File: src/rtl/page_buffer_reader.sv
// Streaming read engine for the 2048x8 NAND page buffer: issues column reads and
// presents the bytes in order on a valid/ready stream through a small skid FIFO.
module page_buffer_reader #(
    parameter int ADDR_W     = 11,
    parameter int DATA_W     = 8,
    parameter int FIFO_DEPTH = 4
) (
    input  logic              clk,
    input  logic              reset,
    input  logic              start,
    input  logic [ADDR_W-1:0] start_col,
    input  logic [ADDR_W:0]   byte_count,
    input  logic              abort,
    output logic [ADDR_W-1:0] ram_addr,
    output logic              ram_clk_en,
    output logic              ram_we,
    input  logic [DATA_W-1:0] ram_q,
    output logic [DATA_W-1:0] out_data,
    output logic              out_valid,
    input  logic              out_ready,
    output logic              out_last,
    output logic              busy,
    output logic              done,
    output logic              err
);

    localparam int CNT_W  = ADDR_W + 1;
    localparam int PTR_W  = $clog2(FIFO_DEPTH);
    localparam int FCNT_W = $clog2(FIFO_DEPTH + 1) + 1;
    localparam logic [CNT_W-1:0]  PAGE_C  = {1'b1, {ADDR_W{1'b0}}};
    localparam logic [CNT_W-1:0]  ONE_C   = CNT_W'(1);
    localparam logic [FCNT_W-1:0] DEPTH_C = FCNT_W'(FIFO_DEPTH);

    typedef enum logic [1:0] {
        ST_IDLE   = 2'd0,
        ST_STREAM = 2'd1,
        ST_DRAIN  = 2'd2
    } state_t;

    function automatic logic [PTR_W-1:0] ptr_inc(input logic [PTR_W-1:0] p);
        return (p == PTR_W'(FIFO_DEPTH - 1)) ? '0 : p + PTR_W'(1);
    endfunction

    state_t              state_r;
    logic [ADDR_W-1:0]   col_r;
    logic [CNT_W-1:0]    count_r;
    logic [CNT_W-1:0]    issued_r;
    logic [CNT_W-1:0]    delivered_r;
    logic                pend_r;
    logic [DATA_W-1:0]   fifo_mem_r [FIFO_DEPTH];
    logic [PTR_W-1:0]    wr_ptr_r;
    logic [PTR_W-1:0]    rd_ptr_r;
    logic [FCNT_W-1:0]   fifo_cnt_r;
    logic [ADDR_W-1:0]   ram_addr_r;
    logic                ram_clk_en_r;
    logic [DATA_W-1:0]   out_data_r;
    logic                out_valid_r;
    logic                out_last_r;
    logic                busy_r;
    logic                done_r;
    logic                err_r;

    logic                pop_s;
    logic                legal_s;
    logic                idle_ok_s;
    logic                start_ok_s;
    logic                start_bad_s;
    logic                abort_s;
    logic                last_pop_s;
    state_t              state_nx_s;
    logic [ADDR_W-1:0]   col_nx_s;
    logic [CNT_W-1:0]    count_nx_s;
    logic [CNT_W-1:0]    issued_nx_s;
    logic [CNT_W-1:0]    delivered_nx_s;
    logic                pend_nx_s;
    logic [FCNT_W-1:0]   fifo_cnt_nx_s;
    logic [FCNT_W-1:0]   occ_s;
    logic [FCNT_W-1:0]   remain_s;
    logic                issue_nx_s;
    logic [ADDR_W-1:0]   addr_nx_s;
    logic [PTR_W-1:0]    rd_ptr_nx_s;
    logic [PTR_W-1:0]    wr_ptr_nx_s;
    logic [DATA_W-1:0]   head_s;
    logic                out_valid_nx_s;
    logic                out_last_nx_s;
    logic                done_nx_s;
    logic                busy_nx_s;

    assign ram_addr   = ram_addr_r;
    assign ram_clk_en = ram_clk_en_r;
    assign ram_we     = 1'b0;
    assign out_data   = out_data_r;
    assign out_valid  = out_valid_r;
    assign out_last   = out_last_r;
    assign busy       = busy_r;
    assign done       = done_r;
    assign err        = err_r;

    // Next-state computation; read issue is decided one cycle ahead so ram_clk_en is a flop.
    always_comb begin
        pop_s       = out_valid_r & out_ready;
        idle_ok_s   = (state_r == ST_IDLE) && !done_r;
        legal_s     = (byte_count != '0) && (byte_count <= PAGE_C);
        start_ok_s  = start && !abort && idle_ok_s && legal_s;
        start_bad_s = start && !abort && idle_ok_s && !legal_s;
        abort_s     = abort && (state_r != ST_IDLE);
        last_pop_s  = pop_s && (delivered_r == count_r - ONE_C);

        col_nx_s       = start_ok_s ? start_col : col_r;
        count_nx_s     = start_ok_s ? byte_count : count_r;
        issued_nx_s    = start_ok_s ? '0 : issued_r + {{(CNT_W-1){1'b0}}, ram_clk_en_r};
        delivered_nx_s = start_ok_s ? '0 : delivered_r + {{(CNT_W-1){1'b0}}, pop_s};

        state_nx_s = state_r;
        if (abort_s) begin
            state_nx_s = ST_IDLE;
        end else begin
            case (state_r)
                ST_IDLE:   state_nx_s = start_ok_s ? ST_STREAM : ST_IDLE;
                ST_STREAM: state_nx_s = (ram_clk_en_r && (issued_nx_s == count_r)) ? ST_DRAIN : ST_STREAM;
                ST_DRAIN:  state_nx_s = last_pop_s ? ST_IDLE : ST_DRAIN;
                default:   state_nx_s = ST_IDLE;
            endcase
        end

        // A read issued this cycle lands in the FIFO next cycle, so it still reserves a slot.
        pend_nx_s     = ram_clk_en_r && !abort_s;
        fifo_cnt_nx_s = abort_s ? '0 :
                        fifo_cnt_r + {{(FCNT_W-1){1'b0}}, pend_r} - {{(FCNT_W-1){1'b0}}, pop_s};
        occ_s         = fifo_cnt_nx_s + {{(FCNT_W-1){1'b0}}, pend_nx_s};
        issue_nx_s    = (state_nx_s == ST_STREAM) && (issued_nx_s < count_nx_s) && (occ_s < DEPTH_C);
        addr_nx_s     = col_nx_s + issued_nx_s[ADDR_W-1:0];

        rd_ptr_nx_s = abort_s ? '0 : (pop_s ? ptr_inc(rd_ptr_r) : rd_ptr_r);
        wr_ptr_nx_s = abort_s ? '0 : (pend_r ? ptr_inc(wr_ptr_r) : wr_ptr_r);
        remain_s    = fifo_cnt_r - {{(FCNT_W-1){1'b0}}, pop_s};
        head_s      = (remain_s == '0) ? ram_q : fifo_mem_r[rd_ptr_nx_s];

        out_valid_nx_s = (fifo_cnt_nx_s != '0);
        out_last_nx_s  = out_valid_nx_s && (delivered_nx_s == count_r - ONE_C);
        done_nx_s      = last_pop_s && !abort_s;
        busy_nx_s      = (state_nx_s != ST_IDLE) || done_nx_s;
    end

    // State, FIFO storage and registered outputs.
    always_ff @(posedge clk or posedge reset) begin
        if (reset) begin
            state_r      <= ST_IDLE;
            col_r        <= '0;
            count_r      <= '0;
            issued_r     <= '0;
            delivered_r  <= '0;
            pend_r       <= 1'b0;
            for (int i = 0; i < FIFO_DEPTH; i++) begin
                fifo_mem_r[i] <= '0;
            end
            wr_ptr_r     <= '0;
            rd_ptr_r     <= '0;
            fifo_cnt_r   <= '0;
            ram_addr_r   <= '0;
            ram_clk_en_r <= 1'b0;
            out_data_r   <= '0;
            out_valid_r  <= 1'b0;
            out_last_r   <= 1'b0;
            busy_r       <= 1'b0;
            done_r       <= 1'b0;
            err_r        <= 1'b0;
        end else begin
            state_r      <= state_nx_s;
            col_r        <= col_nx_s;
            count_r      <= count_nx_s;
            issued_r     <= issued_nx_s;
            delivered_r  <= delivered_nx_s;
            pend_r       <= pend_nx_s;
            if (pend_r && !abort_s) begin
                fifo_mem_r[wr_ptr_r] <= ram_q;
            end
            wr_ptr_r     <= wr_ptr_nx_s;
            rd_ptr_r     <= rd_ptr_nx_s;
            fifo_cnt_r   <= fifo_cnt_nx_s;
            ram_clk_en_r <= issue_nx_s;
            if (issue_nx_s) begin
                ram_addr_r <= addr_nx_s;
            end
            out_valid_r  <= out_valid_nx_s;
            if (out_valid_nx_s) begin
                out_data_r <= head_s;
            end
            out_last_r   <= out_last_nx_s;
            busy_r       <= busy_nx_s;
            done_r       <= done_nx_s;
            err_r        <= start_bad_s;
        end
    end

endmodule
File: config.mk
export PLATFORM = sky130hd
export DESIGN_NAME = page_buffer_reader
export DESIGN_NICKNAME = d
export VERILOG_FILES = /design/src/rtl/page_buffer_reader.sv
export SDC_FILE = /design/constraint.sdc
export NUM_CORES = 1
export LEC_CHECK = 0
export CAP_MARGIN = 10
export CORE_ASPECT_RATIO = 0.7
export CORE_MARGIN = 8
export CORE_UTILIZATION = 58
export CTS_BUF_LIST = sky130_fd_sc_hd__clkbuf_4 sky130_fd_sc_hd__clkbuf_8 sky130_fd_sc_hd__clkbuf_16
export DETAILED_ROUTE_END_ITERATION = 10
export PLACE_DENSITY = 0.81
export SKIP_CTS_REPAIR_TIMING = 1
export SLEW_MARGIN = 20
export SYNTH_ARGS = -nofsm -noshare
export SYNTH_HDL_FRONTEND = slang
export SYNTH_SLANG_ARGS = --single-unit
File: constraint.sdc
create_clock -name clk -period 5.32 [get_ports clk]
set_input_delay 0.798 -clock clk [delete_from_list [all_inputs] [get_ports clk]]
set_output_delay 0.798 -clock clk [all_outputs]
set_load 0.005 [all_outputs]
[Word-level counts from Yosys, hierarchy flattened]
Cells that the tools add are included.
Word-level totals
  flip-flop bits (word level): 115
  logic and storage cells: 99
  output and inout port bits: 26
  input port bits: 36
Operators by class
  equal/unequal tests: 8
  order comparisons: 6
  mux-type cells: 23
  reduce and logical (&&, ||, !) cells: 28
  $add $sub $neg: 10
  bitwise gates (word level): 3
Operator list (count)
  == test 12 bit: 3
  two-way mux 12 bit: 3
  bitwise mux 32 bit: 1
  two-way mux 8 bit: 4
  adder 12 x 1 -> 12 bit: 2
  two-way mux 2 bit: 9
  binary-select mux 8 bit (select 2 bit): 1
  demux 8 bit (select 2 bit): 1
  logical AND 1 bit: 16
  less-or-equal comparator 12 bit, second input constant: 1
  < comparator 12 bit: 1
  nonzero test 12 bit: 1
  subtractor 12 x 1 -> 12 bit, second input constant: 1
  adder 11 bit: 1
  two-way mux 11 bit: 1
  adder 4 x 1 -> 4 bit: 2
  subtractor 4 x 1 -> 4 bit: 2
  == test 2 bit, second input constant: 3
  >= comparator 3 bit, second input constant: 2
  inverter 2 -> 3 bit: 2
  case mux 2 bit (3 select lines): 1
  nonzero test 2 bit: 3
  adder 2 x 1 -> 2 bit, second input constant: 2
  == test 2 x 1 -> 1 bit, second input constant: 2
  10 further kinds: 13

[Longest topological paths before layout]
  depth after elaboration: 13
  depth in mapped cells: 20
  mapped depth without buffers: 15

[Worst setup path before layout]
OpenSTA, ideal clock, no wires.
  kind: input -> register
  start: input byte_count[8]
  end: register ram_addr_r[0] (netlist: ram_addr[0])
  stages: 18
  buffers on the path: 5
  slack: 0.686 ns
  arrival time: 4.509 ns
  setup time: 0.125 ns
  cell sequence: nor4_4 > a31o_2 > and3_1 > buf_6 > clkbuf_1 > buf_1 > clkbuf_1 > a21oi_1 > ha_1 > a21o_1 > a21o_1 > a211o_1 > o211ai_1 > a21oi_1 > a311oi_2 > o31ai_4 > buf_6 > mux2_4
Between the ends
  cells in the longest elaborated chain, start to end: 12
  elaborated cells on any way between the ends: 18
  those cells by class: add/sub (1); order compare (2); eq/ne (2); mux (7); reduce/logical (6)
Ends and longest elaborated chain
  start, declared: line 12  | input logic [ADDR_W:0] byte_count,
  less-or-equal comparator 12 bit or nonzero test 12 bit (tied branches): line 103  | legal_s = (byte_count != '0) && (byte_count <= PAGE_C);
  logical AND 1 bit *: line 103
  logical AND 1 bit *: line 104  | start_ok_s = start && !abort && idle_ok_s && legal_s;
  two-way mux 12 bit *: line 111  | issued_nx_s = start_ok_s ? '0 : issued_r + {{(CNT_W-1){1'b0}}, ram_clk_en_r};
  named net issued_nx_s[5]: line 73  | logic [CNT_W-1:0] issued_nx_s;
  == test 12 bit: line 120  | ST_STREAM: state_nx_s = (ram_clk_en_r && (issued_nx_s == count_r)) ? ST_DRAIN : ST_STREAM;
  logical AND 1 bit: line 120
  two-way mux 2 bit: line 120
  case mux 2 bit (3 select lines): line 118  | case (state_r)
  two-way mux 2 bit: line 115  | if (abort_s) begin
  == test 2 x 1 -> 1 bit: line 131  | issue_nx_s = (state_nx_s == ST_STREAM) && (issued_nx_s < count_nx_s) && (occ_s < DEPTH_C);
  logical AND 1 bit * (2 in series): line 131
  end signal, assigned: line 183  | ram_addr_r <= addr_nx_s;
  end, declared: line 54  | logic [ADDR_W-1:0] ram_addr_r;
The timed path passes the listed nets; every way through them passes the cells marked *.
A chain may end at the register's enable or synchronous reset.

[Worst setup path after layout]
  start: input byte_count[8]
  end: register ram_addr_r[9] (netlist: ram_addr[9])
Between the ends
  cells in the longest elaborated chain, start to end: 12
  elaborated cells on any way between the ends: 18
  those cells by class: add/sub (1); order compare (2); eq/ne (2); mux (7); reduce/logical (6)
Ends and longest elaborated chain (line)
  less-or-equal comparator 12 bit or nonzero test 12 bit (tied branches): 103
  logical AND 1 bit: 103
  logical AND 1 bit: 104
  two-way mux 12 bit: 111
  == test 12 bit: 120
  logical AND 1 bit: 120
  two-way mux 2 bit: 120
  case mux 2 bit (3 select lines): 118
  two-way mux 2 bit: 115
  == test 2 x 1 -> 1 bit: 131
  logical AND 1 bit (2 in series): 131
Parallel ways exist; a longest one is shown, timed or not.

==> flow_metrics.env <==
export IMPL_die_x_um=145
export IMPL_ff2ff_path_depth=10
export IMPL_gp_congestion=0.924
export IMPL_track_usage_pct=23.7
export IMPL_die_y_um=106
export IMPL_io_buffers=60
export IMPL_cts_tree="done"
export IMPL_pre_cts_slack_ns=0.478
export IMPL_hold_class="flop to flop"
export IMPL_synth_fp_nets=749
export IMPL_cp_end_kind="flop"
export IMPL_num_vias=5358
export IMPL_rsz0062_at_grt="no"
export IMPL_min_to="col_r[2]$_DFF_PP0_"
export IMPL_synth_commonest_cells="dfrtp_1 (115), nand2_1 (87), nor2_1 (57), xnor2_1 (39), ha_1 (37)"
export IMPL_tightest_slew_ns=0.953
export IMPL_fin_nets=808
export IMPL_antenna_cells=0
export IMPL_yosysTopAreaCellShare_pct=42.8
export IMPL_clock_latency_ns=0.42
export IMPL_combPwrFrac_pct=39.1
export IMPL_hold_viol=0
export IMPL_clock_skew_ns=0.00998
export IMPL_synth_area_top_cells="dfrtp_1 (43%), ha_1 (6.9%), mux2_2 (5.5%)"
export IMPL_postSynthCellCount=674
export IMPL_synth_warning_count=0
export IMPL_power_switching_uw=1490
export IMPL_grt_pass1_wl_mm=27.9
export IMPL_synthMostInstantiatedCell="dfrtp_1"
export IMPL_worst_path_max_delay_cell="clkdlybuf4s50_1"
export IMPL_avgSynthCellArea_sq_um=9.97
export IMPL_synth_edff_count=0
export IMPL_hold_start="col_r[2]$_DFF_PP0_"
export IMPL_placed_cell_area_sq_um=7460
export IMPL_clockPowerShare_pct=27.6
export IMPL_htree_levels=4
export IMPL_start_kind="input pin"
export IMPL_fill_cells=821
export IMPL_fin_area_sq_um=8050
export IMPL_r2r_end="ram_addr[9]$_DFFE_PP0P_"
export IMPL_boundaryPins=62
export IMPL_start_util_pct=58.3
export IMPL_core_area_sq_um=11500
export IMPL_dr_pass1_iters=5
export IMPL_netlist_area_sq_um=6720
export IMPL_worstSetupPathType="input pin to flop"
export IMPL_ys_seq_area_share_pct=42.8
export IMPL_slew_headroom_pct=36.4
export IMPL_max_cap_violations=0
export IMPL_drt_iter0_markers=503
export IMPL_cts_buffer_depth=2
export IMPL_std_cell_rows=33
export IMPL_p_per_area_nw_per_um2=500
export IMPL_slew_viol_final=0
export IMPL_grt_pass1_vias=5370
export IMPL_synthFlopType="dfrtp_1"
export IMPL_syn_to_final_growth_pct=19.8
export IMPL_path_cells="clkdlybuf4s50_1, nor4_4, a31o_2, nand3_1, buf_4, mux2i_1, ha_1, a21o_1, a21o_1, a211o_1, o211ai_1, a21oi_1, a311oi_2, o31ai_4, mux2_1"
export IMPL_cp_required_ns=5.63
export IMPL_antenna_found_initial=0
export IMPL_viasPerCell=5.93
export IMPL_clkTransAtPathRegs_ns=0.06
export IMPL_clock_sinks=115
export IMPL_cts_root_buf="clkbuf_16"
export IMPL_arrival_ns=4.75
export IMPL_power_total_uw=4020
export IMPL_layout_drive_gt1_share_pct=13.0
export IMPL_worst_ir_drop_vdd_v=0.000291
export IMPL_whs_path_depth=2
export IMPL_setup_tns_ns=0
export IMPL_r2r_slack_ns=1.40
export IMPL_dp_hpwl_mm=12.9
export IMPL_status="finished, final reports clean"
export IMPL_die_area_sq_um=15300
export IMPL_rr_startpoint="ram_clk_en$_DFF_PP0_"
export IMPL_crit_fanout=15
export IMPL_post_synth_top_area_cell="dfrtp_1"
export IMPL_final_min_period_over_clock_period_pct=83.5
export IMPL_crit_path_frequent_cell="a21o_1"
export IMPL_drc=0
export IMPL_avgRoutedWirePerCell_um=19.3
export IMPL_grt_max_degree=80
export IMPL_setup_viol=0
export IMPL_overflow=0
export IMPL_intPower_uw=2530
export IMPL_synth_cell_type_count=69
export IMPL_setup_slack_ns=0.876
export IMPL_cpPeakStageDelay_ns=0.46
export IMPL_synth_seq_cells=115
export IMPL_final_util_pct=69.8
export IMPL_max_freq_mhz=225
export IMPL_crit_family="compound AO/OA/AOI/OAI gates"
export IMPL_cp_buffers_inverters=2
export IMPL_ant_nets=0
export IMPL_netSwitchingFraction_pct=37.2
export IMPL_cts_buffers=17
export IMPL_routed_wl_mm=17.4
export IMPL_fin_crit_ns=4.44
export IMPL_synthArstFlopShare_pct=100
export IMPL_p_leak_uw=0.00371
export IMPL_p_seq_share_pct=33.2
## sequential cells by signal (all words and copies together), names as in the netlist, 2 cells and up
signal	cells
fifo_mem_r	32
rd_ptr_r	2
col_r	11
count_r	12
ram_addr	11
wr_ptr_r	2
delivered_r	12
state_r	2
out_data	8
fifo_cnt_r	4
issued_r	12
## cell usage in the layout, fill, tap and decap left out, types with 5 or more instances in the layout
cell type	count
nor3_1	10
dfrtp_1	115
o21ai_1	6
and2_1	15
xnor2_1	39
inv_1	33
and3_1	5
a311o_1	8
nor2_1	57
nand4_1	13
nand2_1	87
inv_8	8
nor4_1	8
mux2_4	8
clkdlybuf4s50_1	60
buf_4	10
a211oi_1	10
a21oi_1	18
o21ai_0	9
nand3_1	19
ha_1	37
mux2i_1	9
xor2_1	32
a21o_1	5
clkbuf_16	17
mux2_2	33
a31oi_1	9
## power by group through the flow
stage	registers, uW	clock network [uW]	logic, uW
2_1_floorplan	1270	0	1100
3_3_place_gp	1330	0	1480
3_5_place_dp	1340	0	1550
4_1_cts	1330	1130	1560
5_1_grt	1360	1160	1730
6_report	1340	1110	1570
## per-stage QoR
step / instances / hold WS (ns)
after floorplan: 674 / 0.446
after global placement: 871 / 0.466
after detailed placement: 871 / 0.464
after CTS: 903 / 0.479
after global routing: 903 / 0.504
final: 903 / 0.477
## routing by layer
layer	vias up	global-route usage [%]	part of all wire, %
li1	2457	-	-
met1	2677	32.2	45
met2	192	34.9	45
met3	32	6.94	8.1
met4	0	9.03	1.9
met5	-	0	0
## how the worst max path moves through the flow
| stage | depth (start not counted) | from | end |
|---|---|---|---|
| floorplan | 18 | byte_count[8] | ram_addr[0]$_DFFE_PP0P_ |
| global placement | 15 | byte_count[8] | ram_addr[9]$_DFFE_PP0P_ |
| detailed placement | 15 | byte_count[8] | ram_addr[9]$_DFFE_PP0P_ |
| CTS | 15 | byte_count[8] | ram_addr[10]$_DFFE_PP0P_ |
| global route | 15 | byte_count[8] | ram_addr[9]$_DFFE_PP0P_ |
| finish | 15 | byte_count[8] | ram_addr[9]$_DFFE_PP0P_ |
## cell families after synthesis
kind of cell	count (synthesis)	synth area share, %
and+or+nand+nor	239	17.3
xor gates and xnor gates	72	9.59
DFF	115	42.8
muxes	53	9.17
AOI/OAI and AO/OA	89	9.50
other	1	0.0558
buffers and inverters	66	4.01
adders and majority gates	39	7.49
## worst min-delay path, cell delays in order (launching register included)
cell and delay, ns:
dfrtp_1 0.32, nand2_1 0.04, nand2_1 0.08
## cell type report
class                      instances  area (sq um)  share of cell area [%]
timing repair buffer              70           676                    8.40
inverter                          36           138                    1.71
multi-input combinational        493          3580                    44.4
sequential                       115          2880                    35.8
clock buffer                      17           425                    5.29
clock inverter                    15           158                    1.96
tap                              157           196                    2.44
No activity file was read; power rests on OpenSTA's default activity.
